`config.mk`:
```
export PLATFORM = sky130hd
export DESIGN_NAME = mant_mult_seq_flat
export DESIGN_NICKNAME = d
export VERILOG_FILES = /design/src/rtl/mant_mult_seq_pkg.sv /design/src/rtl/mant_mult_seq_if.sv /design/src/rtl/mant_mult_seq_add.sv /design/src/rtl/mant_mult_seq.sv /design/src/flat_wrapper.sv
export SDC_FILE = /design/constraint.sdc
export NUM_CORES = 1
export LEC_CHECK = 0
export BUFFER_PORTS_ARGS = -buffer_cell sky130_fd_sc_hd__buf_2
export CAP_MARGIN = 20
export CELL_PAD_IN_SITES_DETAIL_PLACEMENT = 1
export CELL_PAD_IN_SITES_GLOBAL_PLACEMENT = 2
export CORE_MARGIN = 5
export CORE_UTILIZATION = 33
export CTS_BUF_LIST = sky130_fd_sc_hd__clkbuf_4 sky130_fd_sc_hd__clkbuf_8 sky130_fd_sc_hd__clkbuf_16
export CTS_CLUSTER_DIAMETER = 150
export CTS_CLUSTER_SIZE = 14
export DETAILED_ROUTE_END_ITERATION = 8
export PLACE_DENSITY = 0.72
export SKIP_CTS_REPAIR_TIMING = 1
export SYNTH_ARGS = -nofsm -noshare
export SYNTH_HDL_FRONTEND = slang
export SYNTH_SLANG_ARGS = --single-unit
export TNS_END_PERCENT = 5
```
`constraint.sdc`:
```
create_clock -name clk -period 3.6 [get_ports clk]
set_input_delay 0.18 -clock clk [delete_from_list [all_inputs] [get_ports clk]]
set_output_delay 0.18 -clock clk [all_outputs]
set_load 0.005 [all_outputs]
```
`src/rtl/mant_mult_seq_pkg.sv`:
```
// Shared FMAC datapath definitions: multiplier FSM states and mantissa widths.
package fmac_pkg;

    typedef enum logic [1:0] {
        IDLE = 2'd0,
        RUN  = 2'd1,
        DONE = 2'd2
    } state_t;

    localparam int MANT_W = 8;
    localparam int PROD_W = 2 * MANT_W;

endpackage

```
`src/rtl/mant_mult_seq_if.sv`:
```
// Operand and product valid/ready handshakes of the mantissa multiplier.
interface mant_mult_seq_if
    import fmac_pkg::*;
#(
    parameter int W = MANT_W
);
    logic             in_valid;
    logic             in_ready;
    logic [W-1:0]     a;
    logic [W-1:0]     b;
    logic             out_valid;
    logic             out_ready;
    logic [2*W-1:0]   product;

    // Producer of operands and consumer of the product
    modport master (
        output in_valid, a, b, out_ready,
        input  in_ready, out_valid, product
    );

    // The multiplier itself
    modport slave (
        input  in_valid, a, b, out_ready,
        output in_ready, out_valid, product
    );
endinterface

```
`src/rtl/mant_mult_seq_add.sv`:
```
// N-bit ripple-carry adder made of chained 1-bit full adders.
module mult_add_w1 #(
    parameter int N = 9
) (
    input  logic [N-1:0] a,
    input  logic [N-1:0] b,
    input  logic         cin,
    output logic [N-1:0] s,
    output logic         cout
);
    logic [N:0] carry;

    assign carry[0] = cin;

    for (genvar i = 0; i < N; i++) begin : g_fa
        assign s[i]       = a[i] ^ b[i] ^ carry[i];
        assign carry[i+1] = (a[i] & b[i]) | (carry[i] & (a[i] ^ b[i]));
    end

    assign cout = carry[N];
endmodule

```
`src/rtl/mant_mult_seq.sv`:
```
// Iterative shift-and-add unsigned mantissa multiplier: W add/shift cycles
// through one (W+1)-bit ripple adder, product held until downstream takes it.
module mant_mult_seq
    import fmac_pkg::*;
#(
    parameter int W = MANT_W
) (
    input  logic           clk,
    input  logic           rst_n,
    mant_mult_seq_if.slave bus
);
    localparam int                CNT_W    = $clog2(W);
    localparam logic [CNT_W-1:0]  CNT_LAST = CNT_W'(W - 1);

    state_t            state;
    state_t            next_state;
    logic [W-1:0]      mcand;
    logic [W-1:0]      acc_hi;
    logic [W-1:0]      acc_lo;
    logic [CNT_W-1:0]  cnt;
    logic [2*W-1:0]    result;

    logic [W:0]        add_a;
    logic [W:0]        add_b;
    logic [W:0]        sum;
    logic              add_cout;

    logic              in_ready;
    logic              out_valid;
    logic              accept;
    logic              last_step;

    assign accept    = bus.in_valid && in_ready;
    assign last_step = (cnt == CNT_LAST);

    // Partial-product step: add the multiplicand when the current multiplier bit is set
    always_comb begin
        add_a = {1'b0, acc_hi};
        add_b = acc_lo[0] ? {1'b0, mcand} : '0;
    end

    mult_add_w1 #(
        .N (W + 1)
    ) u_add (
        .a    (add_a),
        .b    (add_b),
        .cin  (1'b0),
        .s    (sum),
        .cout (add_cout)
    );

    // Two W-bit values plus one leading zero each can never carry out of W+1 bits
    carry_never_set: assert property (@(posedge clk) disable iff (!rst_n) !add_cout);

    // State register
    always_ff @(posedge clk or negedge rst_n) begin
        if (!rst_n) state <= IDLE;
        else        state <= next_state;
    end

    // Next-state: IDLE -> RUN on accept, RUN for W steps, DONE until consumed
    always_comb begin
        next_state = state;
        unique case (state)
            IDLE: if (bus.in_valid) next_state = RUN;
            RUN:  if (last_step)    next_state = DONE;
            DONE: if (bus.out_ready) next_state = bus.in_valid ? RUN : IDLE;
            default: next_state = IDLE;
        endcase
    end

    // Handshake outputs decoded from state; in_ready lets a new pair in as the product leaves
    always_comb begin
        in_ready  = 1'b0;
        out_valid = 1'b0;
        unique case (state)
            IDLE:    in_ready = 1'b1;
            RUN:     in_ready = 1'b0;
            DONE: begin
                in_ready  = bus.out_ready;
                out_valid = 1'b1;
            end
            default: in_ready = 1'b0;
        endcase
    end

    // Operand load on accept, one add/shift per RUN cycle, result captured on the last step
    always_ff @(posedge clk or negedge rst_n) begin
        if (!rst_n) begin
            mcand  <= '0;
            acc_hi <= '0;
            acc_lo <= '0;
            cnt    <= '0;
            result <= '0;
        end else if (accept) begin
            mcand  <= bus.a;
            acc_hi <= '0;
            acc_lo <= bus.b;
            cnt    <= '0;
        end else if (state == RUN) begin
            acc_hi <= sum[W:1];
            acc_lo <= {sum[0], acc_lo[W-1:1]};
            cnt    <= cnt + CNT_W'(1);
            if (last_step) result <= {sum[W:1], sum[0], acc_lo[W-1:1]};
        end
    end

    assign bus.in_ready  = in_ready;
    assign bus.out_valid = out_valid;
    assign bus.product   = result;
endmodule

```
`src/flat_wrapper.sv`:
```
// flat-port wrapper written by rule: the top's interface ports become plain ports
module mant_mult_seq_flat import fmac_pkg::*;
#(
    parameter int W = MANT_W
)
  (clk, rst_n, bus_in_valid, bus_a, bus_b, bus_out_ready, bus_in_ready, bus_out_valid, bus_product);
  mant_mult_seq_if #(.W(W)) bus_i ();
  input  logic clk;
  input  logic rst_n;
  input wire logic [$bits(bus_i.in_valid)-1:0] bus_in_valid;
  input wire logic [$bits(bus_i.a)-1:0] bus_a;
  input wire logic [$bits(bus_i.b)-1:0] bus_b;
  input wire logic [$bits(bus_i.out_ready)-1:0] bus_out_ready;
  output wire logic [$bits(bus_i.in_ready)-1:0] bus_in_ready;
  output wire logic [$bits(bus_i.out_valid)-1:0] bus_out_valid;
  output wire logic [$bits(bus_i.product)-1:0] bus_product;
  assign bus_i.in_valid = bus_in_valid;
  assign bus_i.a = bus_a;
  assign bus_i.b = bus_b;
  assign bus_i.out_ready = bus_out_ready;
  assign bus_in_ready = bus_i.in_ready;
  assign bus_out_valid = bus_i.out_valid;
  assign bus_product = bus_i.product;
  mant_mult_seq #(.W(W)) u_core (.clk(clk), .rst_n(rst_n), .bus(bus_i));
endmodule
```
==> summary.md, run 1 <==
| Metric | Value |
|---|---|
| Worst R2R End | u_core.acc_hi[6] |
| Via count | 1305 |
| Via-to-Cell Ratio | 4.64 |
| CP delay by family, top | adder cells |
| CP Max Fanout | 2 |
| Final Skew | 0.00869 ns |
| Num CTS Buffers | 5 |
| Clk_lat worst skew | 0.29 ns |
| Power share of the combinational group | 0.457 |
| Mapped Area | 0.00212 mm^2 |
| Top_reg_cell synth | dfrtp_1 |
| Cells after Synth | 163 |
| CP most frequent cell | fa_2 |
| CP Cell Sequence | and2_1 > ha_1 > inv_1 > fa_2 > fa_2 > fa_2 > fa_2 > fa_2 > fa_2 > fa_1 > a211oi_2 |
| CTS sink count | 45 |
| Clock slew seen by the registers of the worst setup and hold paths | 0.09 ns |
| Fillers | 704 |
| Reg2reg start | u_core.mcand[0] |
| #FFs+latches synth | 45 |
| Die width | 90.2 um |
| Clock power share | 0.149 |
| Seq/Total Area, Yosys | 0.530 |
| Vias in the first global route | 1523 |
| Actual slew at the worst max-slew pin | 0.645 ns |
| Worst vdd ir | 0.361 mV |
| DRT antenna net count | 0 |
| Buffers and inverters on the worst path | 1 |
| Minimum clock period | 3.50 ns |
| Internal cell power | 1520 uW |
| P_leak | 0.00119 uW |
| Final net count | 233 |
| FF/Latch Area | 0.00113 mm^2 |
| Footprint of the multi-input gates | 913 um^2 |
| Global-route wire length before repair | 7460 um |
| Gpl congestion | 0.662 |
| Die ar. | 0.00814 mm^2 |
| Pre-CTS WS | -0.0143 ns |
| Core footprint | 0.00631 mm^2 |
| Crit path max-delay cell type | fa_1 |
| Root Buffer Master | clkbuf_8 |
| Maximum clock path buffer count | 2 |
| Post-synthesis area per instance | 13.0 um^2 |
| Slew Limit Fails | 0 |
| CTS tree | built |
| Diode count | 0 |
| Sw power | 790 uW |
| Total track usage | 0.112 |
| Synthesis Warnings | 0 |
| Yosys cell types | 24 |
| Detail Placement HPWL | 2960 um |
| Die Span Y | 90.2 um |
| Hold depth | 2 |
| Ys async rst share | 1.00 |
| Pwr dens | 919 mW/mm^2 |
| Max Cap Viol | 0 |
| HP Class | in2reg |
| FMAX | 286 MHz |
| Startpoint Class | flip-flop |
| Fin crit share | 0.973 |
| Critical path data required time | 3.75 ns |
| I/O pin cnt | 38 |
| DRC | 0 |
| Number of synthesized flops with an enable pin | 0 |
| Reg power frac | 0.394 |
| Unrepaired setup endpoints after global routing | true |
| Status | complete, no violations |
| R2R Setup Slk | 0.1 ns |
| Mapped Nets | 193 |
| Max-slew headroom | 0.569 |
| CP peak stage delay | 0.55 ns |
| Initial core utilization | 0.336 |
| Syn-to-layout area delta | 18.3% |
| Buffers on Ports | 37 |
| Initial antenna violation count | 0 |
| Gr ovfl total | 0 |
| Worst reg2reg path depth | 11 |
| WP data arrival | 3.65 ns |
| Finish-stage setup viols | 0 |
| Worst Hold Endpoint | u_core.mcand[2] |
| DRT iter0 DRCs | 27 |
| Largest net degree at the start of global routing | 46 |
| Final hold vios | 0 |
| Hold_sp | bus_a[2] |
| Drt pass-1 iters | 4 |
| Sw Ratio | 0.342 |
| Max H-tree Level | 2 |
| Final core utilization | 0.398 |
| Final worst-path setup slack | 0.0974 ns |
| Share of layout cells above drive strength 1 | 0.456 |
| Cell Rows | 29 |
| Wire length per cell | 14.9 um |
| Crit Path Category | reg2reg |
| Crit. End Element | flip-flop |
| Final Routed Wirelength | 4200 um |
cell families after synthesis:
kind of cell | Yosys count | share of synthesized area
buf+inv | 19 | 0.0524
flops | 45 | 0.530
compound gates | 22 | 0.0701
xor+xnor | 1 | 0.00413
simple gates | 34 | 0.0701
mux | 32 | 0.189
fa+ha+maj | 10 | 0.0837
area by class of cell:
class / instances / area share
inverters: 10 / 0.0149
repair buffers: 42 / 0.0946
multi-input cells: 99 / 0.364
well taps: 77 / 0.0383
flip-flops and latches: 45 / 0.448
clock inverters: 1 / 0.00199
clock buffers: 7 / 0.0383
through the flow:
step | instances | power (uW) | instance area (um^2) | setup TNS, ns | hold slack, ns
CTS | 279 | 2330 | 2460 | -0.0530 | 0.0922
floorplan | 163 | 1700 | 2140 | 0 | -0.116
finish | 281 | 2310 | 2510 | 0 | 0.111
global placement | 271 | 1950 | 2360 | 0 | 0.414
global route | 281 | 2550 | 2510 | -0.0366 | 0.0939
detailed placement | 271 | 1970 | 2360 | -0.0209 | 0.415
routing by layer:
| metal | vias to the layer above | wire (um) | track usage |
|---|---|---|---|
| met5 | - | 0 | 0 |
| met4 | 0 | 30 | 0.0261 |
| met1 | 665 | 1900 | 0.145 |
| met2 | 18 | 2150 | 0.183 |
| met3 | 3 | 118 | 0.0334 |
| li1 | 619 | - | - |
registers in the layout, indices dropped and copies added (netlist names):
signal / count
u_core.bus.product: 16
u_core.acc_hi: 8
u_core.acc_lo: 8
u_core.state: 2
u_core.cnt: 3
u_core.mcand: 8
cells in the final DEF (no fill, tap or decap):
master         Yosys  final
xnor2_1            1      1
a211oi_4           1      1
a211oi_2           0      2
and2_1             1      1
fa_1               7      1
nor2b_2            0      1
inv_1              9      9
buf_4              0      3
o21ai_1            0      1
buf_12             0      1
mux2_2            21     21
fa_2               0      6
a22o_1             1      1
mux2_4            11     11
dlygate4sd3_1      0      1
dfrtp_1           45     45
a21oi_1            4      4
buf_2              2     37
a211oi_1           7      5
and2b_1            1      1
o21ai_0            8      7
nand3b_2           1      1
nand2_1           20     20
nor2_1             8      8
clkinv_2           0      1
nand2b_1           2      2
o21bai_1           1      1
ha_1               3      3
clkbuf_8           0      7
inv_2              1      1
power by group through the flow:
stage                     combinational (uW)  clock (uW)  sequential, uW
final                                   1060         343             910
after detailed placement                1050           0             926
after floorplan                          813           0             890
after CTS                               1050         360             916
after global routing                    1220         384             945
after global placement                  1030           0             919
synthesized netlist by cell type, drive strengths merged (2+ instances only):
| cell | n | share of area |
|---|---|---|
| a21oi | 4 | 0.0094 |
| nand2b | 2 | 0.0059 |
| buf | 7 | 0.031 |
| inv | 10 | 0.018 |
| nand2 | 20 | 0.035 |
| clkbuf | 2 | 0.0035 |
| a211oi | 8 | 0.034 |
| mux2 | 32 | 0.19 |
| o21ai | 8 | 0.019 |
| ha | 3 | 0.018 |
| nor2 | 8 | 0.014 |
| fa | 7 | 0.066 |
| dfrtp | 45 | 0.53 |
how the worst max path moves through the flow:
stage,start,endpoint,depth (start not counted)
after CTS,u_core.mcand[0],u_core.acc_hi[6],11
final,u_core.mcand[0],u_core.acc_hi[6],11
after global routing,u_core.acc_lo[0],u_core.acc_hi[6],11
after floorplan,u_core.acc_lo[0],u_core.acc_hi[6],12
after detailed placement,u_core.mcand[0],u_core.acc_hi[6],11
after global placement,u_core.mcand[0],u_core.acc_hi[6],11
Note: power is estimated with default switching activity, not from simulation.
==> run 2: changes to the inputs <==
--- a/config.mk
+++ b/config.mk
@@ -16,6 +16,7 @@
 export CTS_CLUSTER_SIZE = 14
 export DETAILED_ROUTE_END_ITERATION = 8
 export PLACE_DENSITY = 0.72
+export REMOVE_ABC_BUFFERS = 1
 export SKIP_CTS_REPAIR_TIMING = 1
 export SYNTH_ARGS = -nofsm -noshare
 export SYNTH_HDL_FRONTEND = slang
==> summary.md, run 2 (synthesis results as in run 1) <==
| Metric | Value |
|---|---|
| DRT iter0 DRCs | 26 (-3.7%) |
| Actual slew at the worst max-slew pin | 0.784 ns (+0.139 ns) |
| Die width | 90.2 um (unchanged) |
| Largest net degree at the start of global routing | 46 (unchanged) |
| CP most frequent cell | fa_2 |
| Initial core utilization | 0.336 (unchanged) |
| Fin crit share | 0.980 (+0.00745) |
| Die ar. | 0.00814 mm^2 (unchanged) |
| Num CTS Buffers | 5 (unchanged) |
| Final Routed Wirelength | 4420 um (+5.3%) |
| Syn-to-layout area delta | 18.3% (unchanged) |
| Worst Hold Endpoint | u_core.mcand[7] |
| Minimum clock period | 3.53 ns (+0.0268 ns) |
| Die Span Y | 90.2 um (unchanged) |
| Max H-tree Level | 2 (unchanged) |
| Diode count | 0 (unchanged) |
| Initial antenna violation count | 0 (unchanged) |
| Critical path data required time | 3.82 ns (+0.07 ns) |
| Worst vdd ir | 0.296 mV (-18%) |
| Finish-stage setup viols | 0 (unchanged) |
| Power share of the combinational group | 0.473 (+0.016) |
| Unrepaired setup endpoints after global routing | true |
| Hold depth | 2 (unchanged) |
| Sw power | 815 uW (+3.1%) |
| DRC | 0 (unchanged) |
| Clk_lat worst skew | 0.30 ns (about the same) |
| CTS tree | built |
| HP Class | in2reg |
| Status | complete, no violations |
| Startpoint Class | flip-flop |
| Via count | 1340 (+2.7%) |
| FMAX | 283 MHz (-0.76%) |
| Clock power share | 0.135 (-0.014) |
| Max-slew headroom | 0.475 (-0.0936) |
| Cell Rows | 29 (unchanged) |
| Share of layout cells above drive strength 1 | 0.459 (+0.00265) |
| Drt pass-1 iters | 4 (unchanged) |
| Gpl congestion | 0.670 (+1.2%) |
| Reg2reg start | u_core.acc_lo[0] |
| Final worst-path setup slack | 0.0706 ns (-0.0268 ns) |
| Most common cell after layout, fill and taps aside | dfrtp_1 |
| Buffers on Ports | 37 (unchanged) |
| Core footprint | 0.00631 mm^2 (unchanged) |
| Maximum clock path buffer count | 2 (unchanged) |
| Crit. End Element | flip-flop |
| Wire length per cell | 15.7 um (+4.9%) |
| DRT antenna net count | 0 (unchanged) |
| Crit Path Category | reg2reg |
| Clock slew seen by the registers of the worst setup and hold paths | 0.09 ns (about the same) |
| Hold_ws | 0.106 ns (-0.00575 ns) |
| CTS sink count | 45 (unchanged) |
| Tot Pwr | 2320 uW (+0.45%) |
| Final Skew | 0.00694 ns (-0.00175 ns) |
| Internal cell power | 1510 uW (-0.92%) |
| Slew Limit Fails | 0 (unchanged) |
| WP data arrival | 3.75 ns (+0.10 ns) |
| Reg power frac | 0.392 (-0.002) |
| R2R Setup Slk | 0.07 ns (-0.03 ns) |
| Pre-CTS WS | -0.165 ns (-0.151 ns) |
| Buffers and inverters on the worst path | 1 (unchanged) |
| Sw Ratio | 0.351 (+0.00901) |
| Worst R2R End | u_core.acc_hi[6] |
| Detail Placement HPWL | 3010 um (+1.4%) |
| CP delay by family, top | adder cells |
| Global-route wire length before repair | 7530 um (+0.93%) |
| Max Cap Viol | 0 (unchanged) |
| Gr ovfl total | 0 (unchanged) |
| Root Buffer Master | clkbuf_8 |
| Via-to-Cell Ratio | 4.75 (+2.3%) |
| Worst reg2reg path depth | 11 (unchanged) |
| Crit path max-delay cell type | fa_1 |
| Final net count | 234 (+0.43%) |
| CP peak stage delay | 0.49 ns (-0.06 ns) |
| Commonest non-fill, non-tap cells in the layout | dfrtp_1 (45), buf_2 (37), mux2_2 (21) |
| P_leak | 0.00119 uW (+0.20%) |
| CP Max Fanout | 2 (unchanged) |
| Total track usage | 0.115 (+0.00336) |
| I/O pin cnt | 38 (unchanged) |
| Number of flip-flops in the largest register | 16 (unchanged) |
| Final hold vios | 0 (unchanged) |
| Pwr dens | 923 mW/mm^2 (+0.45%) |
| Hold_sp | bus_a[7] |
| Vias in the first global route | 1517 (-0.39%) |
| CP Cell Sequence | and2_1 > ha_1 > inv_1 > fa_2 > fa_2 > fa_2 > fa_2 > fa_2 > fa_2 > fa_1 > a211oi_2 |
## run 2: cell count changes in the layout (fill, tap and decap cells not counted)
cell	previous run	this run
buf_12	1	0
buf_16	0	1
buf_4	3	4
clkbuf_4	0	1
clkbuf_8	7	5
clkinv_2	1	2
o21ai_0	7	8
o21ai_1	1	0
## run 2: worst max-delay path by stage
stage,start,end,depth (start not counted)
floorplan,u_core.acc_lo[0],u_core.acc_hi[6],11
global placement,u_core.mcand[0],u_core.acc_hi[6],11
detailed placement,u_core.acc_lo[0],u_core.acc_hi[6],11
CTS,u_core.acc_lo[0],u_core.acc_hi[6],11
global route,u_core.mcand[0],u_core.acc_hi[6],11
finish,u_core.acc_lo[0],u_core.acc_hi[6],11
## run 2: stage by stage
step,TNS (ns),cell area (um^2),cells,utilization
after global routing,-0.0633,2510,282,0.398
after detailed placement,-0.569,2360,272,0.374
after floorplan,-0.280,2050,154,-
after global placement,-0.107,2360,272,0.374
final,0,2510,282,0.398
after CTS,-0.628,2450,280,0.388
## run 2: area by class of cell
cell class	count	area, um^2
clock buffers	6	76.3
clock inverters	2	10.0
fillers	692	3800
inverters	10	37.5
multi-input cells	99	913
flip-flops and latches	45	1130
well taps	77	96.3
repair buffers	43	253
## run 2: metal layers
metal | wire [um] | GRT usage | vias to the layer above
met2 | 2070 | 0.184 | 31
met5 | 0 | 0 | -
met3 | 293 | 0.0492 | 6
li1 | - | - | 624
met1 | 2010 | 0.144 | 679
met4 | 45 | 0.0261 | 0
## run 2: power groups by stage
stage / Combinational (uW) / Sequential (uW) / Clock (uW)
after global placement: 1030 / 913 / 0
after detailed placement: 1070 / 920 / 0
after CTS: 1080 / 914 / 328
after floorplan: 724 / 897 / 0
after global routing: 1240 / 941 / 356
final: 1100 / 908 / 314
